<file path="config.mk">
export PLATFORM = sky130hd
export DESIGN_NAME = irq_encoder8x3_flat
export DESIGN_NICKNAME = d
export VERILOG_FILES = /design/src/rtl/irq_encoder8x3_if.sv /design/src/rtl/irq_encoder8x3.sv /design/src/flat_wrapper.sv
export SDC_FILE = /design/constraint.sdc
export NUM_CORES = 1
export LEC_CHECK = 0
export ABC_AREA = 1
export BUFFER_PORTS_ARGS = -buffer_cell sky130_fd_sc_hd__buf_2
export CORE_MARGIN = 1
export CORE_UTILIZATION = 52
export CTS_CLUSTER_SIZE = 20
export DETAILED_ROUTE_END_ITERATION = 8
export GPL_ROUTABILITY_DRIVEN = 0
export PLACE_DENSITY = 0.8
export SYNTH_ARGS = -nofsm -noshare
export SYNTH_HDL_FRONTEND = slang
export SYNTH_SLANG_ARGS = --single-unit
</file>
<file path="constraint.sdc">
create_clock -name clk -period 3.2 [get_ports clk]
set_clock_uncertainty 0.2 [all_clocks]
set_input_delay 0.16 -clock clk [delete_from_list [all_inputs] [get_ports clk]]
set_output_delay 0.16 -clock clk [all_outputs]
set_load 0.02 [all_outputs]
</file>
<file path="src/rtl/irq_encoder8x3_if.sv">
// Request/grant bundle between an interrupt consumer and irq_encoder8x3.
// The master drives requests, masks and ack; the encoder (slave) returns the grant and pending status.
interface irq_encoder8x3_if;
   logic [7:0] req;
   logic [7:0] mask;
   logic       ack;
   logic [2:0] addr;
   logic       valid;
   logic [7:0] pend;

   modport master (output req, output mask, output ack,
                   input  addr, input valid, input pend);
   modport slave  (input  req, input mask, input ack,
                   output addr, output valid, output pend);
endinterface

</file>
<file path="src/rtl/irq_encoder8x3.sv">
// 8-source edge-triggered interrupt encoder with a valid/ack grant handshake.
// Define IRQ_ENCODER8X3_RR_EN for round-robin priority; the default build uses fixed priority (7 highest).
module irq_encoder8x3 (
   input logic             clk,
   input logic             rst,
   irq_encoder8x3_if.slave bus
);
   typedef enum logic {IDLE = 1'b0, GRANT = 1'b1} state_t;

   state_t     state_q, state_d;
   logic [7:0] req_q, req_d;
   logic [7:0] mask_q, mask_d;
   logic [7:0] pend_q, pend_d;
   logic [2:0] addr_q, addr_d;
   logic [7:0] rise, clr, elig;
   logic [2:0] sel;

`ifdef IRQ_ENCODER8X3_RR_EN
   logic [2:0] k_q, k_d;

   // Walk from lowest to highest priority so the last hit wins; k itself ranks last.
   function automatic logic [2:0] pick(input logic [7:0] e, input logic [2:0] k);
      logic [2:0] idx;
      logic [2:0] cand;
      idx = k;
      for (int j = 8; j >= 1; j--) begin
         cand = k - 3'(j);
         if (e[cand]) idx = cand;
      end
      return idx;
   endfunction

   assign sel = pick(elig, k_q);
`else
   function automatic logic [2:0] pick(input logic [7:0] e);
      logic [2:0] idx;
      idx = 3'd0;
      for (int i = 0; i < 8; i++) begin
         if (e[i]) idx = 3'(i);
      end
      return idx;
   endfunction

   assign sel = pick(elig);
`endif

   always_comb begin
      state_d = state_q;
      addr_d  = addr_q;
      req_d   = bus.req;
      mask_d  = bus.mask;
      clr     = 8'h00;
`ifdef IRQ_ENCODER8X3_RR_EN
      k_d     = k_q;
`endif
      rise = bus.req & ~req_q;
      elig = pend_q & ~mask_q;

      unique case (state_q)
         IDLE: begin
            if (elig != 8'h00) begin
               state_d = GRANT;
               addr_d  = sel;
            end
         end
         GRANT: begin
            if (bus.ack) begin
               state_d      = IDLE;
               clr[addr_q]  = 1'b1;
`ifdef IRQ_ENCODER8X3_RR_EN
               k_d          = addr_q;
`endif
            end
         end
         default: state_d = IDLE;
      endcase

      // A fresh rise on the granted bit must survive the clear of that same bit.
      pend_d = (pend_q & ~clr) | rise;
   end

   always_ff @(posedge clk) begin
      mask_q <= mask_d;
      if (rst) begin
         state_q <= IDLE;
         req_q   <= 8'h00;
         pend_q  <= 8'h00;
         addr_q  <= 3'd0;
`ifdef IRQ_ENCODER8X3_RR_EN
         k_q     <= 3'd0;
`endif
      end else begin
         state_q <= state_d;
         req_q   <= req_d;
         pend_q  <= pend_d;
         addr_q  <= addr_d;
`ifdef IRQ_ENCODER8X3_RR_EN
         k_q     <= k_d;
`endif
      end
   end

   assign bus.addr  = addr_q;
   assign bus.valid = (state_q == GRANT);
   assign bus.pend  = pend_q;
endmodule

</file>
<file path="src/flat_wrapper.sv">
// flat-port wrapper written by rule: the top's interface ports become plain ports
module irq_encoder8x3_flat 
  (clk, rst, bus_req, bus_mask, bus_ack, bus_addr, bus_valid, bus_pend);
  irq_encoder8x3_if bus_i ();
  input logic clk;
  input logic rst;
  input wire logic [$bits(bus_i.req)-1:0] bus_req;
  input wire logic [$bits(bus_i.mask)-1:0] bus_mask;
  input wire logic [$bits(bus_i.ack)-1:0] bus_ack;
  output wire logic [$bits(bus_i.addr)-1:0] bus_addr;
  output wire logic [$bits(bus_i.valid)-1:0] bus_valid;
  output wire logic [$bits(bus_i.pend)-1:0] bus_pend;
  assign bus_i.req = bus_req;
  assign bus_i.mask = bus_mask;
  assign bus_i.ack = bus_ack;
  assign bus_addr = bus_i.addr;
  assign bus_valid = bus_i.valid;
  assign bus_pend = bus_i.pend;
  irq_encoder8x3 u_core (.clk(clk), .rst(rst), .bus(bus_i));
endmodule
</file>
==> results.sh, run 1 <==
export IMPL_yosysTopAreaCell="dfxtp_1"
export IMPL_hpwl_mm=1.45
export IMPL_clkSinkCount=28
export IMPL_final_area_sq_mm=0.00142
export IMPL_crit_arrival_ns=1.03
export IMPL_drive_gt1_share_pct=25.5
export IMPL_fp_dieW_um=46.7
export IMPL_antenna_found_initial=0
export IMPL_synth_area_sq_mm=0.00104
export IMPL_clkTransAtPathRegs_ns=0.14
export IMPL_drc=0
export IMPL_max_stage_delay_ns=0.49
export IMPL_dieArea_sq_mm=0.00218
export IMPL_yosys_area_top_type_share_pct=53.8
export IMPL_cts_tree="built"
export IMPL_crit_family="flip-flops"
export IMPL_cp_num_buf_inv=1
export IMPL_ir_worst_vdd_mv=0.429
export IMPL_wl_per_cell_um=9.73
export IMPL_setup_violations=0
export IMPL_status="finished, final reports clean"
export IMPL_synthTopCellsByCount="nor2_1, dfxtp_1, inv_1, nand2_1, a21oi_1"
export IMPL_h_tree_depth=1
export IMPL_crit_required_ns=2.84
export IMPL_max_cap_viol_count=0
export IMPL_ys_top_cells_by_area="dfxtp_1, nor2_1, inv_1, nand2_1, a21oi_1"
export IMPL_avgSynthCellArea_sq_um=7.71
export IMPL_clk_latency_ns=0.32
export IMPL_viasPerCell=4.44
export IMPL_finalHoldViolCount=0
export IMPL_grt_pass1_wl_mm=3.11
export IMPL_yosysMostFrequentCell="nor2_1"
export IMPL_hold_buffers=17
export IMPL_grt_setup_unrepaired="false"
export IMPL_gr_total_overflow=0
export IMPL_worstMarginPinSlew_ns=0.333
export IMPL_drt_wl_total_mm=2.03
export IMPL_clockRootBuffer="clkbuf_4"
export IMPL_synth_yosys_seq_area_share_pct=53.8
export IMPL_die_y_um=46.7
export IMPL_grt_max_degree=19
export IMPL_yosysUniqueCellTypes=17
export IMPL_first_global_vias=871
export IMPL_cp_slowest_cell="dfxtp_1"
export IMPL_worstSetupPathType="reg -> out"
export IMPL_coreArea_sq_mm=0.00180
export IMPL_antennaDiodeCount=0
export IMPL_synth_edff_count=0
export IMPL_num_vias=927
export IMPL_synth_cells=135
export IMPL_synth_async_sr_flop_share_pct=0
export IMPL_core_rowCount=15
export IMPL_area_growth_pct=36.3
export IMPL_crit_fanout=6
export IMPL_critical_path_cell_chain="buf_2"
export IMPL_critPathLaunchType="flop"
export IMPL_fmax_mhz=720
export IMPL_cts_setup_buffers=0
export IMPL_yosys_warnings=0
export IMPL_io_pins=31
export IMPL_period_share_pct=43.4
export IMPL_first_iter_violations=11
export IMPL_grtUsageTotal_pct=20.0
export IMPL_ys_ff_latch=28
export IMPL_p_leak_nw=0.752
export IMPL_fin_tns_setup_ns=0
export IMPL_synth_nets=154
export IMPL_portBuffers=30
export IMPL_final_nets=204
export IMPL_synth_flop_cell="dfxtp_1"
export IMPL_power_density_mw_per_mm2=497
export IMPL_cts_repair_resized=0
export IMPL_drv_slew=0
export IMPL_hold_class="in -> reg"
export IMPL_start_util_pct=57.8
export IMPL_clockBufferDepth=2
export IMPL_endpoint_kind="primary output"
export IMPL_placed_cell_area_sq_mm=0.00121
export IMPL_max_slew_margin_pct=77.8
export IMPL_numCtsBuffers=3
export IMPL_post_route_min_period_ns=1.39
export IMPL_ant_nets=0
export IMPL_dr_pass1_iters=3
[flip-flops by register name (all words and copies together) (netlist names)]
signal,flops
u_core.req_q,8
u_core.bus.valid,1
u_core.bus.addr,3
u_core.mask_q,8
u_core.bus.pend,8
[worst register-to-register path: cells and delay by family (launching register included)]
| family | cells | cell delay, ns |
|---|---|---|
| AO/OA/AOI/OAI | 1 | 0.14 |
| buffers and inverters | 1 | 0.09 |
| flip-flops | 1 | 0.40 |
| AND/OR/NAND/NOR | 3 | 0.38 |
[worst paths after layout]
kind,startpoint,cells after the start,to,slack [ns]
worst max-delay path,u_core.bus.addr[2],1,bus_addr[2],1.81
worst min-delay path,rst,2,u_core.bus.pend[1],0.001
worst max register to register,u_core.bus.valid,5,u_core.bus.pend[4],1.90
worst min register to register,u_core.req_q[7],1,u_core.bus.pend[7],0.24
[report_power, final]
part | leakage (nW) | switching, mW | internal [mW] | total [mW]
Clock | 0.0210 | 0.0962 | 0.0696 | 0.166
Sequential | 0.234 | 0.0208 | 0.376 | 0.396
Combinational | 0.497 | 0.0823 | 0.0610 | 0.143
[cells in the final DEF, fill, tap and decap left out, types with 3 or more instances in the layout]
cell type / count
buf_2: 30
nor2_1: 29
dfxtp_1: 28
inv_1: 24
nand2_1: 24
dlygate4sd3_1: 17
a21oi_1: 8
nand2_2: 5
nand3_1: 4
clkbuf_4: 3
[area by class of cell]
cell class              instances  area [sq um]
repair buffers                 47           320
multi-input cells              80           377
well taps                      25          31.3
fillers                       146           383
inverters                      25          93.8
flip-flops and latches         28           561
clock buffers                   4          36.3
[per-stage QoR]
step	instances	power [mW]	hold WS, ns	utilization [%]	setup slack, ns
floorplan	135	0.491	-0.0123	-	1.85
global placement	188	0.528	0.0617	67.3	1.96
detailed placement	188	0.532	0.0636	67.3	1.91
CTS	209	0.711	0.00224	78.8	1.80
global route	209	0.743	0.0147	78.8	1.73
finish	209	0.705	0.00146	78.8	1.81
[metal layers]
| metal | vias to the layer above | global-route usage [%] | wire length [um] |
|---|---|---|---|
| met1 | 407 | 22.2 | 955 |
| met3 | 4 | 2.31 | 63 |
| met5 | - | 0 | 0 |
| met2 | 18 | 37.8 | 995 |
| met4 | 0 | 9.14 | 19 |
| li1 | 498 | - | - |
[kinds of logic (layout without fill, tap and decap cells)]
group | Yosys count | count (layout) | synth area share, %
flops | 28 | 28 | 53.8
compound gates | 13 | 13 | 7.33
buf+inv | 27 | 76 | 9.98
simple gates | 67 | 67 | 28.8
Note: power is estimated with default switching activity, not from simulation.
==> run 2: changes to the inputs <==
CORE_UTILIZATION = 49   (was 52)
PLACE_DENSITY = 0.76   (was 0.8)
clock period = 1.3 ns   (was 3.2 ns; I/O delays follow)
==> run 2 against run 1 <==
Against the previous run:
- combinational power grew to 2.6 times the previous value
- count of clock-buffer cells in the layout did not move
- routed wire length grew 11%
- final area is 4.0% higher
==> results.sh, run 2 (synthesis results as in run 1) <==
export IMPL_status="finished, final reports clean"
export IMPL_r2r_end="u_core.bus.addr[0]"
export IMPL_ant_nets=0
export IMPL_max_slew_margin_pct=81.6
export IMPL_period_share_pct=96.1
export IMPL_placed_cells=191
export IMPL_layout_common_cells="buf_2, nor2_1, inv_1"
export IMPL_max_cap_viol_count=0
export IMPL_num_vias=997
export IMPL_critical_path_cell_chain="dlygate4sd3_1 -> buf_2 -> inv_2 -> nor3_4 -> nand2_1 -> a21oi_1 -> nor2_1"
export IMPL_die_y_um=48.1
export IMPL_first_iter_violations=13
export IMPL_wl_per_cell_um=10.6
export IMPL_fmax_mhz=801
export IMPL_drv_slew=0
export IMPL_busiest_layer="met2"
export IMPL_use_met2_pct=37.0
export IMPL_cts_tree="built"
export IMPL_placed_cell_area_sq_mm=0.00122
export IMPL_rr_startpoint="u_core.mask_q[5]"
export IMPL_grt_use_met1_pct=22.9
export IMPL_viasPerCell=4.68
export IMPL_max_stage_delay_ns=0.52
export IMPL_core_rowCount=16
export IMPL_gr_total_overflow=0
export IMPL_drive_gt1_share_pct=35.5
export IMPL_drt_wl_total_mm=2.26
export IMPL_power_density_mw_per_mm2=1200
export IMPL_crit_family="buffers and inverters"
export IMPL_hold_depth=2
export IMPL_hpwl_mm=1.47
export IMPL_hold_class="in -> reg"
export IMPL_finalHoldViolCount=0
export IMPL_h_tree_depth=1
export IMPL_grt_setup_unrepaired="true"
export IMPL_first_global_vias=813
export IMPL_portBuffers=30
export IMPL_rrSetupSlack_ns=0.07
export IMPL_fp_dieW_um=48.1
export IMPL_dr_pass1_iters=4
export IMPL_endpoint_kind="flop"
export IMPL_clkSinkCount=28
export IMPL_grtUsageTotal_pct=20.7
export IMPL_setup_violations=0
export IMPL_coreArea_sq_mm=0.00198
export IMPL_numCtsBuffers=3
export IMPL_antenna_found_initial=0
export IMPL_clockRootBuffer="clkbuf_4"
export IMPL_post_route_min_period_ns=1.25
export IMPL_grt_pass1_wl_mm=3.22
export IMPL_clkTransAtPathRegs_ns=0.14
export IMPL_p_leak_nw=0.763
export IMPL_use_met3_pct=4.81
export IMPL_cp_slowest_cell="dlygate4sd3_1"
export IMPL_crit_required_ns=1.32
export IMPL_critPathLaunchType="input port"
export IMPL_hold_path_startpoint="bus_mask[4]"
export IMPL_crit_arrival_ns=1.27
export IMPL_worstSetupPathType="in -> reg"
export IMPL_antennaDiodeCount=0
export IMPL_final_nets=206
export IMPL_layout_commonest_cell="buf_2"
export IMPL_reg2regPathDepth=9
export IMPL_crit_fanout=4
export IMPL_clockBufferDepth=2
export IMPL_final_util_pct=74.4
export IMPL_ir_worst_vdd_mv=0.970
export IMPL_io_pins=31
export IMPL_grt_max_degree=16
export IMPL_drc=0
export IMPL_dieArea_sq_mm=0.00231
export IMPL_area_growth_pct=41.7
export IMPL_fin_cells=213
export IMPL_clk_latency_ns=0.32
export IMPL_start_util_pct=52.5
export IMPL_worstMarginPinSlew_ns=0.276
export IMPL_final_area_sq_mm=0.00148
export IMPL_worst_hold_path_endpoint="u_core.mask_q[4]"
export IMPL_cp_num_buf_inv=3
run 2: area by class of cell:
cell class	instances	area [sq um]
fillers	154	507
well taps	27	33.8
flip-flops and latches	28	577
inverters	25	96.3
clock buffers	4	36.3
multi-input cells	80	394
repair buffers	49	338
run 2: per-stage QoR:
step	setup TNS, ns	power, mW	setup slack, ns	hold WS (ns)
after global placement	0	1.30	0.0405	-0.0333
after CTS	0	1.76	0.0197	0.163
after global routing	-0.0411	1.87	-0.0232	0.157
after floorplan	0	1.21	0.0137	-0.107
final	0	1.77	0.0510	0.174
after detailed placement	0	1.31	0.0170	-0.0314
run 2: per-layer routing:
metal / wire [um] / share of wire [%] / vias up
met4: 46 / 2.0 / 0
met3: 96 / 4.3 / 6
li1: - / - / 505
met2: 1160 / 52 / 28
met5: 0 / 0 / -
met1: 948 / 42 / 458
run 2: how the worst max path moves through the flow:
stage                     slack [ns]                  to  cells after the start                from
final                           0.05  u_core.bus.pend[4]                      7             bus_ack
after global routing           -0.02  u_core.bus.addr[0]                      9    u_core.mask_q[2]
after CTS                       0.02  u_core.bus.pend[4]                      7             bus_ack
after detailed placement        0.02  u_core.bus.pend[4]                      5    u_core.bus.valid
after global placement          0.04  u_core.bus.pend[4]                      5    u_core.bus.valid
after floorplan                 0.01  u_core.bus.addr[0]                      7  u_core.bus.pend[6]
run 2: power by group:
part | switching, mW | internal [mW] | leakage [nW]
clock | 0.237 | 0.171 | 0.0210
sequential | 0.0553 | 0.932 | 0.236
combinational | 0.210 | 0.159 | 0.506
total | 0.503 | 1.26 | 0.763
run 2: repair_timing:
action / in CTS / in global routing
setup endpoints to repair: 3 / 10
hold buffers: 18 / 0
setup buffers: 0 / 0
pin swaps: 1 / 4
endpoints found under the hold margin: 25 / 0
gates resized for setup: 0 / 19
==> run 3: changes to the inputs <==
MAX_ROUTING_LAYER = met4   (was default)
==> run 3 against run 2 <==
Against the previous run:
- core utilization is the same
- non-clock buffer count is the same
- cell count is the same
- routed wire length shrank 0.13%
- count of clock-buffer cells in the layout is the same
- global-route usage grew 0.66 points
- register-to-register slack is essentially flat
- worst setup slack lost 0.0059 ns
- fmax shrank 0.47%
- critical path depth is the same
- combinational power is essentially flat
- power is essentially flat
- critical path type unchanged
- highest routed layer unchanged
==> results.sh, run 3 (synthesis results as in run 1) <==
export IMPL_fin_tns_setup_ns=0
export IMPL_max_stage_delay_ns=0.52
export IMPL_finalWorstSetupSlack_ns=0.0451
export IMPL_max_cap_viol_count=0
export IMPL_setup_violations=0
export IMPL_clkSinkCount=28
export IMPL_die_y_um=48.1
export IMPL_dr_pass1_iters=4
export IMPL_critPathLaunchType="input port"
export IMPL_layout_common_cells="buf_2, nor2_1, inv_1"
export IMPL_crit_arrival_ns=1.27
export IMPL_cp_num_buf_inv=3
export IMPL_placed_cell_area_sq_mm=0.00122
export IMPL_dp_slack_ns=0.0170
export IMPL_period_share_pct=96.5
export IMPL_clk_latency_ns=0.32
export IMPL_wl_per_cell_um=10.6
export IMPL_final_nets=206
export IMPL_clockRootBuffer="clkbuf_4"
export IMPL_area_growth_pct=41.7
export IMPL_crit_required_ns=1.32
export IMPL_portBuffers=30
export IMPL_ant_nets=0
export IMPL_grt_setup_unrepaired="true"
export IMPL_cts_tree="built"
export IMPL_worstSetupPathType="in -> reg"
export IMPL_drc=0
export IMPL_fp_dieW_um=48.1
export IMPL_hold_class="in -> reg"
export IMPL_worstMarginPinSlew_ns=0.274
export IMPL_first_global_vias=816
export IMPL_grt_pass1_wl_mm=3.22
export IMPL_layout_commonest_cell="buf_2"
export IMPL_max_slew_margin_pct=81.7
export IMPL_first_iter_violations=15
export IMPL_crit_fanout=4
export IMPL_io_pins=31
export IMPL_final_area_sq_mm=0.00148
export IMPL_coreArea_sq_mm=0.00198
export IMPL_viasPerCell=4.63
export IMPL_grt_max_degree=16
export IMPL_h_tree_depth=1
export IMPL_status="finished, final reports clean"
export IMPL_antenna_found_initial=0
export IMPL_drt_wl_total_mm=2.25
export IMPL_gr_total_overflow=0
export IMPL_grtUsageTotal_pct=21.4
export IMPL_whs_ns=0.174
export IMPL_numCtsBuffers=3
export IMPL_core_rowCount=16
export IMPL_start_util_pct=52.5
export IMPL_critical_path_cell_chain="dlygate4sd3_1 -> buf_2 -> inv_2 -> nor3_4 -> nand2_1 -> a21oi_1 -> nor2_1"
export IMPL_crit_family="buffers and inverters"
export IMPL_ir_worst_vdd_mv=0.970
export IMPL_n_fill_cell=154
export IMPL_hpwl_mm=1.47
export IMPL_power_density_mw_per_mm2=1200
export IMPL_clockBufferDepth=2
export IMPL_cts_setup_buffers=0
export IMPL_num_vias=986
export IMPL_finalHoldViolCount=0
export IMPL_dieArea_sq_mm=0.00231
export IMPL_p_leak_nw=0.763
export IMPL_antennaDiodeCount=0
export IMPL_clkTransAtPathRegs_ns=0.14
export IMPL_drv_slew=0
export IMPL_fmax_mhz=797
export IMPL_total_power_mw=1.76
export IMPL_endpoint_kind="flop"
export IMPL_cp_slowest_cell="dlygate4sd3_1"
export IMPL_drive_gt1_share_pct=35.5
export IMPL_post_route_min_period_ns=1.25
[run 3: path summary, 6_finish.rpt]
kind	slack, ns	startpoint	endpoint	cells after the start
setup / recovery	0.05	bus_ack	u_core.bus.pend[4]	7
hold / removal	0.17	bus_mask[4]	u_core.mask_q[4]	2
setup reg to reg	0.07	u_core.bus.valid	u_core.bus.pend[4]	5
hold reg to reg	0.24	u_core.req_q[7]	u_core.bus.pend[7]	1
[run 3: through the flow]
step	utilization (%)	cells
floorplan	-	135
finish	74.4	213
global placement	61.7	191
detailed placement	61.7	191
CTS	72.7	213
global route	74.4	213
[run 3: final cells by class]
type	instances	area [sq um]	share of cell area [%]
inverters	25	96.3	6.53
clock buffers	4	36.3	2.46
multi-input cells	80	394	26.7
well taps	27	33.8	2.29
repair buffers	49	338	22.9
flip-flops and latches	28	577	39.1
[run 3: where the power goes]
part | leakage [nW] | switching, mW | internal, mW
logic | 0.506 | 0.211 | 0.159
registers | 0.236 | 0.0550 | 0.932
clock network | 0.0210 | 0.237 | 0.171
total | 0.763 | 0.502 | 1.26
[run 3: timing repair]
item / 4_1_cts / 5_1_grt
endpoints found under the setup margin: 3 / 10
endpoints found under the hold margin: 25 / 0
gates resized for setup: 0 / 19
hold buffers: 18 / 0
cloned: 0 / 0
pin swaps: 1 / 4
[run 3: per-layer routing]
metal	vias to the layer above	part of all wire [%]	track usage [%]
li1	505	-	-
met1	446	43	22.9
met2	28	51	37.0
met3	7	3.7	4.81
met4	0	2.0	10.6
met5	-	0	-
